--- src/rtl/serial_deser_rx.sv ---
// Serial-to-parallel frame receiver: sof-delimited frames of N data bits plus
// an optional even-parity bit, qualified per bit by bit_en.
module serial_deser_rx #(
  parameter int N         = 8,
  parameter bit MSB_FIRST = 1'b1,
  parameter bit PAR_EN    = 1'b1
) (
  input  logic         clk,
  input  logic         reset,
  input  logic         sof,
  input  logic         bit_en,
  input  logic         sdin,
  output logic [N-1:0] dout,
  output logic         dout_valid,
  output logic         busy,
  output logic         frame_err
);

  localparam int CW = (N > 1) ? $clog2(N) : 1;

  typedef enum logic [1:0] {
    IDLE   = 2'd0,
    DATA   = 2'd1,
    PARITY = 2'd2
  } state_t;

  state_t         state_q;
  logic [CW-1:0]  cnt_q;
  logic [N-1:0]   shift_q;
  logic [N-1:0]   shift_d;
  logic [N-1:0]   dout_q;
  logic           valid_q;
  logic           busy_q;
  logic           err_q;
  logic           last_bit_d;
  logic           err_d;

  generate
    if (MSB_FIRST) begin : g_msb_first
      assign shift_d = {shift_q[N-2:0], sdin};
    end else begin : g_lsb_first
      assign shift_d = {sdin, shift_q[N-1:1]};
    end
  endgenerate

  assign last_bit_d = (cnt_q == CW'(N - 1));
  // Even parity over the data word and the received parity bit.
  assign err_d      = (^shift_q) ^ sdin;

  always_ff @(posedge clk or posedge reset) begin
    if (reset) begin
      state_q <= IDLE;
      cnt_q   <= '0;
      shift_q <= '0;
      dout_q  <= '0;
      valid_q <= 1'b0;
      busy_q  <= 1'b0;
      err_q   <= 1'b0;
    end else begin
      valid_q <= 1'b0;
      if (sof) begin
        // A new frame always wins, aborting any partial one and its bit.
        state_q <= DATA;
        cnt_q   <= '0;
        shift_q <= '0;
        busy_q  <= 1'b1;
      end else if (bit_en) begin
        case (state_q)
          DATA: begin
            shift_q <= shift_d;
            if (last_bit_d) begin
              if (PAR_EN) begin
                state_q <= PARITY;
              end else begin
                dout_q  <= shift_d;
                err_q   <= 1'b0;
                valid_q <= 1'b1;
                state_q <= IDLE;
                busy_q  <= 1'b0;
              end
            end else begin
              cnt_q <= cnt_q + 1'b1;
            end
          end
          PARITY: begin
            dout_q  <= shift_q;
            err_q   <= err_d;
            valid_q <= 1'b1;
            state_q <= IDLE;
            busy_q  <= 1'b0;
          end
          default: begin
          end
        endcase
      end
    end
  end

  assign dout       = dout_q;
  assign dout_valid = valid_q;
  assign busy       = busy_q;
  assign frame_err  = err_q;

endmodule

--- config.mk ---
export PLATFORM = sky130hd
export DESIGN_NAME = serial_deser_rx
export DESIGN_NICKNAME = d
export VERILOG_FILES = /design/src/rtl/serial_deser_rx.sv
export SDC_FILE = /design/constraint.sdc
export NUM_CORES = 1
export LEC_CHECK = 0
export BUFFER_PORTS_ARGS = -buffer_cell sky130_fd_sc_hd__buf_2
export CAP_MARGIN = 0
export CORE_ASPECT_RATIO = 1.4
export CORE_MARGIN = 2
export CORE_UTILIZATION = 53
export DETAILED_ROUTE_END_ITERATION = 8
export PLACE_DENSITY = 0.85
export SKIP_LAST_GASP = 1
export SLEW_MARGIN = 20
export SYNTH_ARGS = -nofsm -noshare
export SYNTH_HDL_FRONTEND = slang
export SYNTH_SLANG_ARGS = --single-unit
--- constraint.sdc ---
create_clock -name clk -period 1.75 [get_ports clk]
set_input_delay 0.175 -clock clk [delete_from_list [all_inputs] [get_ports clk]]
set_output_delay 0.175 -clock clk [all_outputs]
set_load 0.05 [all_outputs]
==> flow_metrics.env, run 1 <==
export IMPL_num_io_pins=16
export IMPL_fp_dieArea_um2=2322
export IMPL_wl_per_cell_um=13.73
export IMPL_leakagePower_nw=0.6391
export IMPL_fin_hold_ws_ns=0.1667
export IMPL_synth_cells=81
export IMPL_synth_edf_count=0
export IMPL_crit_path_start_kind="register"
export IMPL_nNetsFinal=109
export IMPL_clock_root_buffer="clkbuf_4"
export IMPL_hold_buffers=1
export IMPL_crit_path_end_kind="register"
export IMPL_ys_warnings_count=0
export IMPL_synth_distinct_cells=20
export IMPL_diodes=0
export IMPL_first_pass_iters=2
export IMPL_overflow=0
export IMPL_drt_iter0_markers=5
export IMPL_drc_errors=0
export IMPL_synthArstFlopShare_pct=100.0
export IMPL_period_minus_slack_ns=1.508
export IMPL_final_common_cell="dfrtp_1"
export IMPL_synth_xor_area_share_pct=8.121
export IMPL_detail_route_antenna_nets=0
export IMPL_dp_hpwl_um=1212
export IMPL_peakVddDrop_mv=0.5982
export IMPL_synthMuxAreaShare_pct=17.94
export IMPL_p_per_area_nw_per_um2=853.3
export IMPL_start_util_pct=57.29
export IMPL_port_buffers=15
export IMPL_timing_setup_tns_ns=0
export IMPL_rsz0062_at_grt="no"
export IMPL_routabilityCongestion=0.7101
export IMPL_period_share_pct=86.16
export IMPL_cp_arrival_ns=1.72
export IMPL_syn_nets=88
export IMPL_synth_flop_cell="dfrtp_1"
export IMPL_relSlewSlack_pct=73.39
export IMPL_gr_usage_all_layers_pct=17.15
export IMPL_synth_compound_area_share_pct=2.909
export IMPL_cts_buffers=3
export IMPL_grt_pass1_vias=640
export IMPL_wl_um=1661
export IMPL_synth_area_um2=1032
export IMPL_rows=18
export IMPL_synth_area_per_cell_um2=12.74
export IMPL_cts_setup_buffers=0
export IMPL_die_y_um=56.22
export IMPL_area_growth_pct=16.61
export IMPL_viasPerCell=5.347
export IMPL_coreArea_um2=1802
export IMPL_path_max_fanout=4
export IMPL_grt_max_degree=25
export IMPL_required_ns=1.97
export IMPL_vias=647
export IMPL_grt_pass1_wl_um=2684
export IMPL_report_final_setup_viol=0
export IMPL_layout_common_cells="dfrtp_1, buf_2, nor2_1, mux2i_1, mux2_2"
export IMPL_ys_ff_latch=24
export IMPL_synth_fa_ha_area_share_pct=2.424
export IMPL_htree_levels=1
export IMPL_maxCapViolCount=0
export IMPL_fmax_mhz=663.2
export IMPL_clockBufferDepth=2
export IMPL_clk_latency_ns=0.31
export IMPL_cts_sinks=24
export IMPL_synth_seq_area_share_pct=58.18
export IMPL_synth_top_family_by_area="multiplexers"
export IMPL_cts_resized=0
export IMPL_worstSetupPathType="reg2reg"
export IMPL_tightest_slew_ns=0.3979
export IMPL_final_core_util_pct=66.81
export IMPL_cts_tree="built"
export IMPL_drv_slew=0
export IMPL_drive_above_1_share_pct=30.69
export IMPL_hold_violations=0
export IMPL_outcome="finished clean"
export IMPL_die_x_um=41.30
export IMPL_hp_class="in2reg"
export IMPL_clk_pin_slew_ns=0.13
export IMPL_yosys_area_share_simple_pct=8.364
export IMPL_fin_skew_ns=0.004119
export IMPL_antenna_found_initial=0
[kinds of logic (layout without fill, tap and decap cells)]
kind of cell | after synthesis | count (layout)
flops | 24 | 24
simple gates | 19 | 19
mux | 17 | 17
xor+xnor | 8 | 8
compound gates | 6 | 6
buf+inv | 5 | 25
fa+ha+maj | 2 | 2
[synth_stat cells (all sizes together), types with 2 or more instances]
master  instances  area, µm²
ha              2      25.02
inv             2      7.510
buf             2      10.01
nor2           12      45.04
mux2            9      105.1
dfrtp          24      600.6
a21oi           3      15.01
mux2i           8      80.08
xnor2           6      52.55
o21ai           3      15.01
nand2           2      7.510
[worst max-delay path, cell delays in order (launching register included)]
cell and delay (ns):
dfrtp_1 0.44, xnor2_1 0.17, xnor3_1 0.43, xnor2_1 0.14, mux2_4 0.25
[final timing paths]
| check | cells after the start | to | startpoint | slack (ns) |
|---|---|---|---|---|
| setup / recovery | 4 | frame_err$_DFFE_PP0P_ | shift_q[6]$_DFFE_PP0P_ | 0.24 |
| hold / removal | 3 | shift_q[0]$_DFFE_PP0P_ | sdin | 0.17 |
| setup reg to reg | 4 | frame_err$_DFFE_PP0P_ | shift_q[6]$_DFFE_PP0P_ | 0.24 |
| hold reg to reg | 2 | busy$_DFFE_PP0P_ | busy$_DFFE_PP0P_ | 0.51 |
| max in group asynchronous | 4 | shift_q[6]$_DFFE_PP0P_ | reset | 1.09 |
| min in group asynchronous | 4 | dout[3]$_DFFE_PP0P_ | reset | 0.43 |
[power breakdown]
part	leakage [nW]	internal, mW	switching [mW]
clock	0.0279	0.232	0.161
combinational	0.289	0.0312	0.0355
sequential	0.322	0.562	0.00629
total	0.639	0.825	0.202
[state kept, by name, summed over array words and instances, names as in the netlist]
signal / cells
busy: 1
frame_err: 1
state_q: 2
cnt_q: 3
dout: 8
shift_q: 8
dout_valid: 1
[layer usage]
layer / track usage, % / vias to the layer above / share of wire [%]
met2: 27.68 / 12 / 54
li1: - / 311 / -
met5: 0 / - / 0
met1: 20.27 / 320 / 41
met4: 9.677 / 0 / 1.9
met3: 2.400 / 4 / 3.2
[area by class of cell]
type	instances	area [µm²]
sequential	24	600.6
inverter	2	7.507
fill	147	598.1
clock inverter	1	30.03
multi-input combinational	52	410.4
tap	20	25.02
timing repair buffer	19	107.6
clock buffer	3	22.52
[per-stage QoR]
stage / std cells / area [µm²] / total power [mW] / setup WS (ns)
finish: 121 / 1204 / 1.027 / 0.2422
global route: 121 / 1204 / 1.068 / 0.1959
CTS: 121 / 1204 / 1.035 / 0.2315
detailed placement: 116 / 1141 / 0.6452 / 0.2467
global placement: 116 / 1141 / 0.6426 / 0.2816
floorplan: 81 / 1032 / 0.6257 / 0.3130
Note: power is estimated with default switching activity, not from simulation.
==> inputs of run 2 (changes only) <==
- CORE_MARGIN: 2 -> default
- RECOVER_POWER: default -> 50
==> flow_metrics.env, run 2 (same netlist as run 1, synthesis figures left out) <==
export IMPL_dp_hpwl_um=1215
export IMPL_fp_dieArea_um2=2131
export IMPL_critPathMostFrequentCell="xnor2_1"
export IMPL_crit_path_start_kind="register"
export IMPL_drt_iter0_markers=13
export IMPL_worstSetupPathType="reg2reg"
export IMPL_diodes=0
export IMPL_rsz0062_at_grt="no"
export IMPL_routabilityCongestion=0.7153
export IMPL_p_int_uw=719.2
export IMPL_tightest_slew_ns=0.6240
export IMPL_drv_slew=0
export IMPL_drc_errors=0
export IMPL_clock_power_share_pct=30.5
export IMPL_viasPerCell=5.231
export IMPL_leakagePower_nw=0.6138
export IMPL_use_met3_pct=3.659
export IMPL_clockBufferDepth=2
export IMPL_hold_violations=0
export IMPL_grt_pass1_vias=619
export IMPL_hold_buffers=1
export IMPL_antenna_found_initial=0
export IMPL_relSlewSlack_pct=58.58
export IMPL_overflow=0
export IMPL_wl_per_cell_um=14.01
export IMPL_crit_path_end_kind="register"
export IMPL_p_per_area_nw_per_um2=773.5
export IMPL_port_buffers=15
export IMPL_hp_class="in2reg"
export IMPL_required_ns=1.95
export IMPL_fmax_mhz=655.5
export IMPL_crit_slowest_cell="dfrtp_1"
export IMPL_layout_common_cells="dfrtp_1, nor2_1, buf_2, mux2i_1, mux2_2"
export IMPL_clk_pin_slew_ns=0.12
export IMPL_coreArea_um2=1802
export IMPL_multi_input_area_um2=410.4
export IMPL_die_y_um=54.22
export IMPL_timing_setup_tns_ns=0
export IMPL_clk_latency_ns=0.30
export IMPL_first_pass_iters=5
export IMPL_cts_buffers=3
export IMPL_fin_skew_ns=0.001022
export IMPL_report_final_setup_viol=0
export IMPL_die_x_um=39.30
export IMPL_clock_root_buffer="clkbuf_4"
export IMPL_nNetsFinal=109
export IMPL_comb_power_share_pct=7.3
export IMPL_maxCapViolCount=0
export IMPL_p_seq_share_pct=62.2
export IMPL_cts_setup_buffers=0
export IMPL_grt_pass1_wl_um=2684
export IMPL_fillCellCount=144
export IMPL_period_share_pct=87.17
export IMPL_switching_share_pct=21.19
export IMPL_cts_sinks=24
export IMPL_gr_usage_all_layers_pct=19.59
export IMPL_drive_above_1_share_pct=26.73
export IMPL_cts_resized=0
export IMPL_use_met2_pct=32.50
export IMPL_critical_path_max_stage_delay_ns=0.43
export IMPL_cp_cell_sequence="xnor2_1, xnor3_1, xnor2_1, mux2_4"
export IMPL_num_io_pins=16
export IMPL_wl_um=1695
export IMPL_rows=18
export IMPL_cts_tree="built"
export IMPL_area_growth_pct=14.30
export IMPL_detail_route_antenna_nets=0
export IMPL_htree_levels=1
export IMPL_grt_max_degree=25
export IMPL_regArea_um2=600.6
export IMPL_period_minus_slack_ns=1.526
export IMPL_final_core_util_pct=65.49
export IMPL_vias=633
export IMPL_use_met1_pct=22.10
export IMPL_cp_arrival_ns=1.73
export IMPL_path_max_fanout=4
export IMPL_final_common_cell="dfrtp_1"
export IMPL_outcome="finished clean"
export IMPL_peakVddDrop_mv=0.6938
export IMPL_start_util_pct=57.29
export IMPL_power_switching_uw=193.4
export IMPL_busiest_layer="met2"
-- run 2: path summary, 6_finish.rpt --
path                                              from                     end  slack [ns]  cells after the start
worst max register to register  shift_q[6]$_DFFE_PP0P_   frame_err$_DFFE_PP0P_        0.22                      4
worst min-delay path                              sdin  shift_q[0]$_DFFE_PP0P_        0.17                      3
worst min register to register     dout[5]$_DFFE_PP0P_     dout[5]$_DFFE_PP0P_        0.52                      1
min in group asynchronous                        reset    cnt_q[0]$_DFFE_PP0P_        0.54                      4
max in group asynchronous                        reset    dout_valid$_DFF_PP0_        0.84                      4
worst max-delay path            shift_q[6]$_DFFE_PP0P_   frame_err$_DFFE_PP0P_        0.22                      4
-- run 2: metrics by stage --
step	setup slack [ns]	std cells	cell area, µm²	total power [mW]	hold slack (ns)
after floorplan	0.3130	81	1032	0.6257	0.1896
final	0.2245	121	1180	0.9126	0.1740
after CTS	0.2272	121	1187	0.9272	0.1685
after detailed placement	0.2425	116	1141	0.6456	0.2326
after global placement	0.2785	116	1141	0.6429	0.2252
after global routing	0.1555	121	1180	0.9640	0.1910
-- run 2: critical path: cells and delay by family, from the launching register on --
family | cells | cell delay (ns)
XOR/XNOR | 3 | 0.75
flip-flops | 1 | 0.43
multiplexers | 1 | 0.25
-- run 2: layout make-up --
cell class	instances	share of cell area, %
Clock buffer	4	3.075
Inverter	2	0.6363
Multi-Input combinational cell	52	34.78
Sequential cell	24	50.90
Tap cell	20	2.121
Timing Repair Buffer	19	8.484
-- run 2: per-layer routing --
metal | routed length [µm] | share of wire [%]
met5 | 0 | 0
met4 | 48 | 2.8
met3 | 40 | 2.4
met2 | 872 | 51
met1 | 733 | 43
-- run 2: power groups by stage --
stage	registers [mW]	clock network (mW)	logic, mW
global route	0.569	0.319	0.0755
floorplan	0.577	0	0.0485
finish	0.568	0.278	0.0667
detailed placement	0.579	0	0.0669
global placement	0.578	0	0.0646
CTS	0.568	0.290	0.0687
==> inputs of run 3 (changes only) <==
- CORE_MARGIN: default -> 2
- clock period: 1.75 -> 1.6 ns (I/O delays scaled with it)
==> flow_metrics.env, run 3 (same netlist as run 1, synthesis figures left out) <==
export IMPL_wl_per_cell_um=13.88
export IMPL_critPathMostFrequentCell="xnor2_1"
export IMPL_drc_errors=0
export IMPL_rows=18
export IMPL_leakagePower_nw=0.6100
export IMPL_clock_root_buffer="clkbuf_4"
export IMPL_detail_route_antenna_nets=0
export IMPL_vias=650
export IMPL_clockBufferDepth=2
export IMPL_drt_iter0_markers=5
export IMPL_cp_cell_sequence="xnor2_1, xnor3_1, xnor2_1, mux2_4"
export IMPL_grt_pass1_wl_um=2732
export IMPL_crit_path_start_kind="register"
export IMPL_wl_met2_um=887
export IMPL_cts_sinks=24
export IMPL_cts_setup_buffers=0
export IMPL_fillCellCount=162
export IMPL_wl_um=1665
export IMPL_p_per_area_nw_per_um2=807.4
export IMPL_reg2reg_slack_ns=0.09
export IMPL_top_layer_used="met4"
export IMPL_routabilityCongestion=0.6781
export IMPL_critPathLaunch="shift_q[6]$_DFFE_PP0P_"
export IMPL_drv_slew=0
export IMPL_required_ns=1.80
export IMPL_reg2regPathDepth=4
export IMPL_coreArea_um2=1802
export IMPL_rsz0062_at_grt="no"
export IMPL_maxCapViolCount=0
export IMPL_nNetsFinal=109
export IMPL_port_buffers=15
export IMPL_worstSetupPathType="reg2reg"
export IMPL_cp_arrival_ns=1.71
export IMPL_placed_area_um2=1141
export IMPL_htree_levels=1
export IMPL_post_route_cell_area_um2=1166
export IMPL_grt_max_degree=25
export IMPL_timing_rr_end="frame_err$_DFFE_PP0P_"
export IMPL_cts_resized=0
export IMPL_hold_violations=0
export IMPL_viasPerCell=5.417
export IMPL_outcome="finished clean"
export IMPL_cpLargestDelayFamily="XOR/XNOR gates"
export IMPL_path_depth=4
export IMPL_min_delay_start="sdin"
export IMPL_period_share_pct=94.42
export IMPL_fin_skew_ns=0.002293
export IMPL_layout_common_cells="dfrtp_1, nor2_1, buf_2, mux2i_1, mux2_2"
export IMPL_cts_tree="built"
export IMPL_crit_path_end_kind="register"
export IMPL_diodes=0
export IMPL_final_common_cell="dfrtp_1"
export IMPL_relSlewSlack_pct=60.83
export IMPL_first_pass_iters=3
export IMPL_clk_latency_ns=0.30
export IMPL_cts_buffers=3
export IMPL_tightest_slew_ns=0.5876
export IMPL_antenna_found_initial=0
export IMPL_grt_pass1_vias=647
export IMPL_timing_setup_tns_ns=0
export IMPL_fmax_mhz=661.9
export IMPL_area_growth_pct=12.97
export IMPL_fin_hold_ws_ns=0.1508
export IMPL_hp_class="in2reg"
export IMPL_crit_slowest_cell="dfrtp_1"
export IMPL_num_io_pins=16
export IMPL_path_max_fanout=4
export IMPL_m1WireLength_um=712
export IMPL_path_buf_inv=0
export IMPL_met3_length_um=53
export IMPL_report_final_setup_viol=0
export IMPL_die_x_um=41.30
export IMPL_critical_path_max_stage_delay_ns=0.43
export IMPL_drive_above_1_share_pct=26.00
export IMPL_crit_path_end="frame_err$_DFFE_PP0P_"
export IMPL_die_y_um=56.22
export IMPL_peakVddDrop_mv=0.6349
export IMPL_clk_pin_slew_ns=0.12
export IMPL_fp_dieArea_um2=2322
export IMPL_period_minus_slack_ns=1.511
export IMPL_overflow=0
export IMPL_gr_usage_all_layers_pct=16.93
export IMPL_start_util_pct=57.29
export IMPL_worst_r2r_startpoint="shift_q[6]$_DFFE_PP0P_"
[run 3: how the worst min path moves through the flow]
stage                             endpoint  slack (ns)  depth (start not counted)
global placement      cnt_q[1]$_DFFE_PP0P_        0.21                          3
global route        shift_q[0]$_DFFE_PP0P_        0.16                          3
floorplan                 busy$_DFFE_PP0P_        0.17                          1
detailed placement    cnt_q[0]$_DFFE_PP0P_        0.22                          3
CTS                 shift_q[0]$_DFFE_PP0P_        0.15                          3
finish              shift_q[0]$_DFFE_PP0P_        0.15                          3
[run 3: area by class of cell]
cell class / count / area, µm² / share of cell area (%)
sequential: 24 / 600.6 / 51.50
multi-input combinational: 52 / 410.4 / 35.19
timing repair buffer: 19 / 100.1 / 8.584
tap: 20 / 25.02 / 2.146
clock buffer: 3 / 22.52 / 1.931
inverter: 2 / 7.507 / 0.6438
[run 3: through the flow]
stage	total power [mW]	util [%]	worst slack (ns)	instances
final	0.9415	64.72	0.08929	120
after global routing	0.9862	64.72	0.03253	120
after CTS	0.9547	65.14	0.08395	120
after detailed placement	0.7070	63.33	0.1061	116
after global placement	0.7026	63.33	0.1361	116
after floorplan	0.6843	-	0.1630	81
[run 3: repair_timing]
| action | 4_1_cts | 5_1_grt |
|---|---|---|
| hold buffers | 1 | 0 |
| hold endpoints to repair | 24 | 0 |
| endpoints found under the setup margin | 0 | 0 |
[run 3: worst min-delay path: stages]
cell and delay (ns):
buf_2 0.11, mux2i_1 0.07, nor2_1 0.08
[run 3: report_power, final]
group | internal (mW) | switching [mW]
Combinational | 0.0333 | 0.0397
Sequential | 0.614 | 0.00733
Clock | 0.0876 | 0.159
[run 3: per-layer routing]
layer / global-route usage [%] / vias to the layer above
li1: - / 313
met2: 27.90 / 9
met5: 0 / -
met3: 3.600 / 2
met1: 20.88 / 326
met4: 5.530 / 0
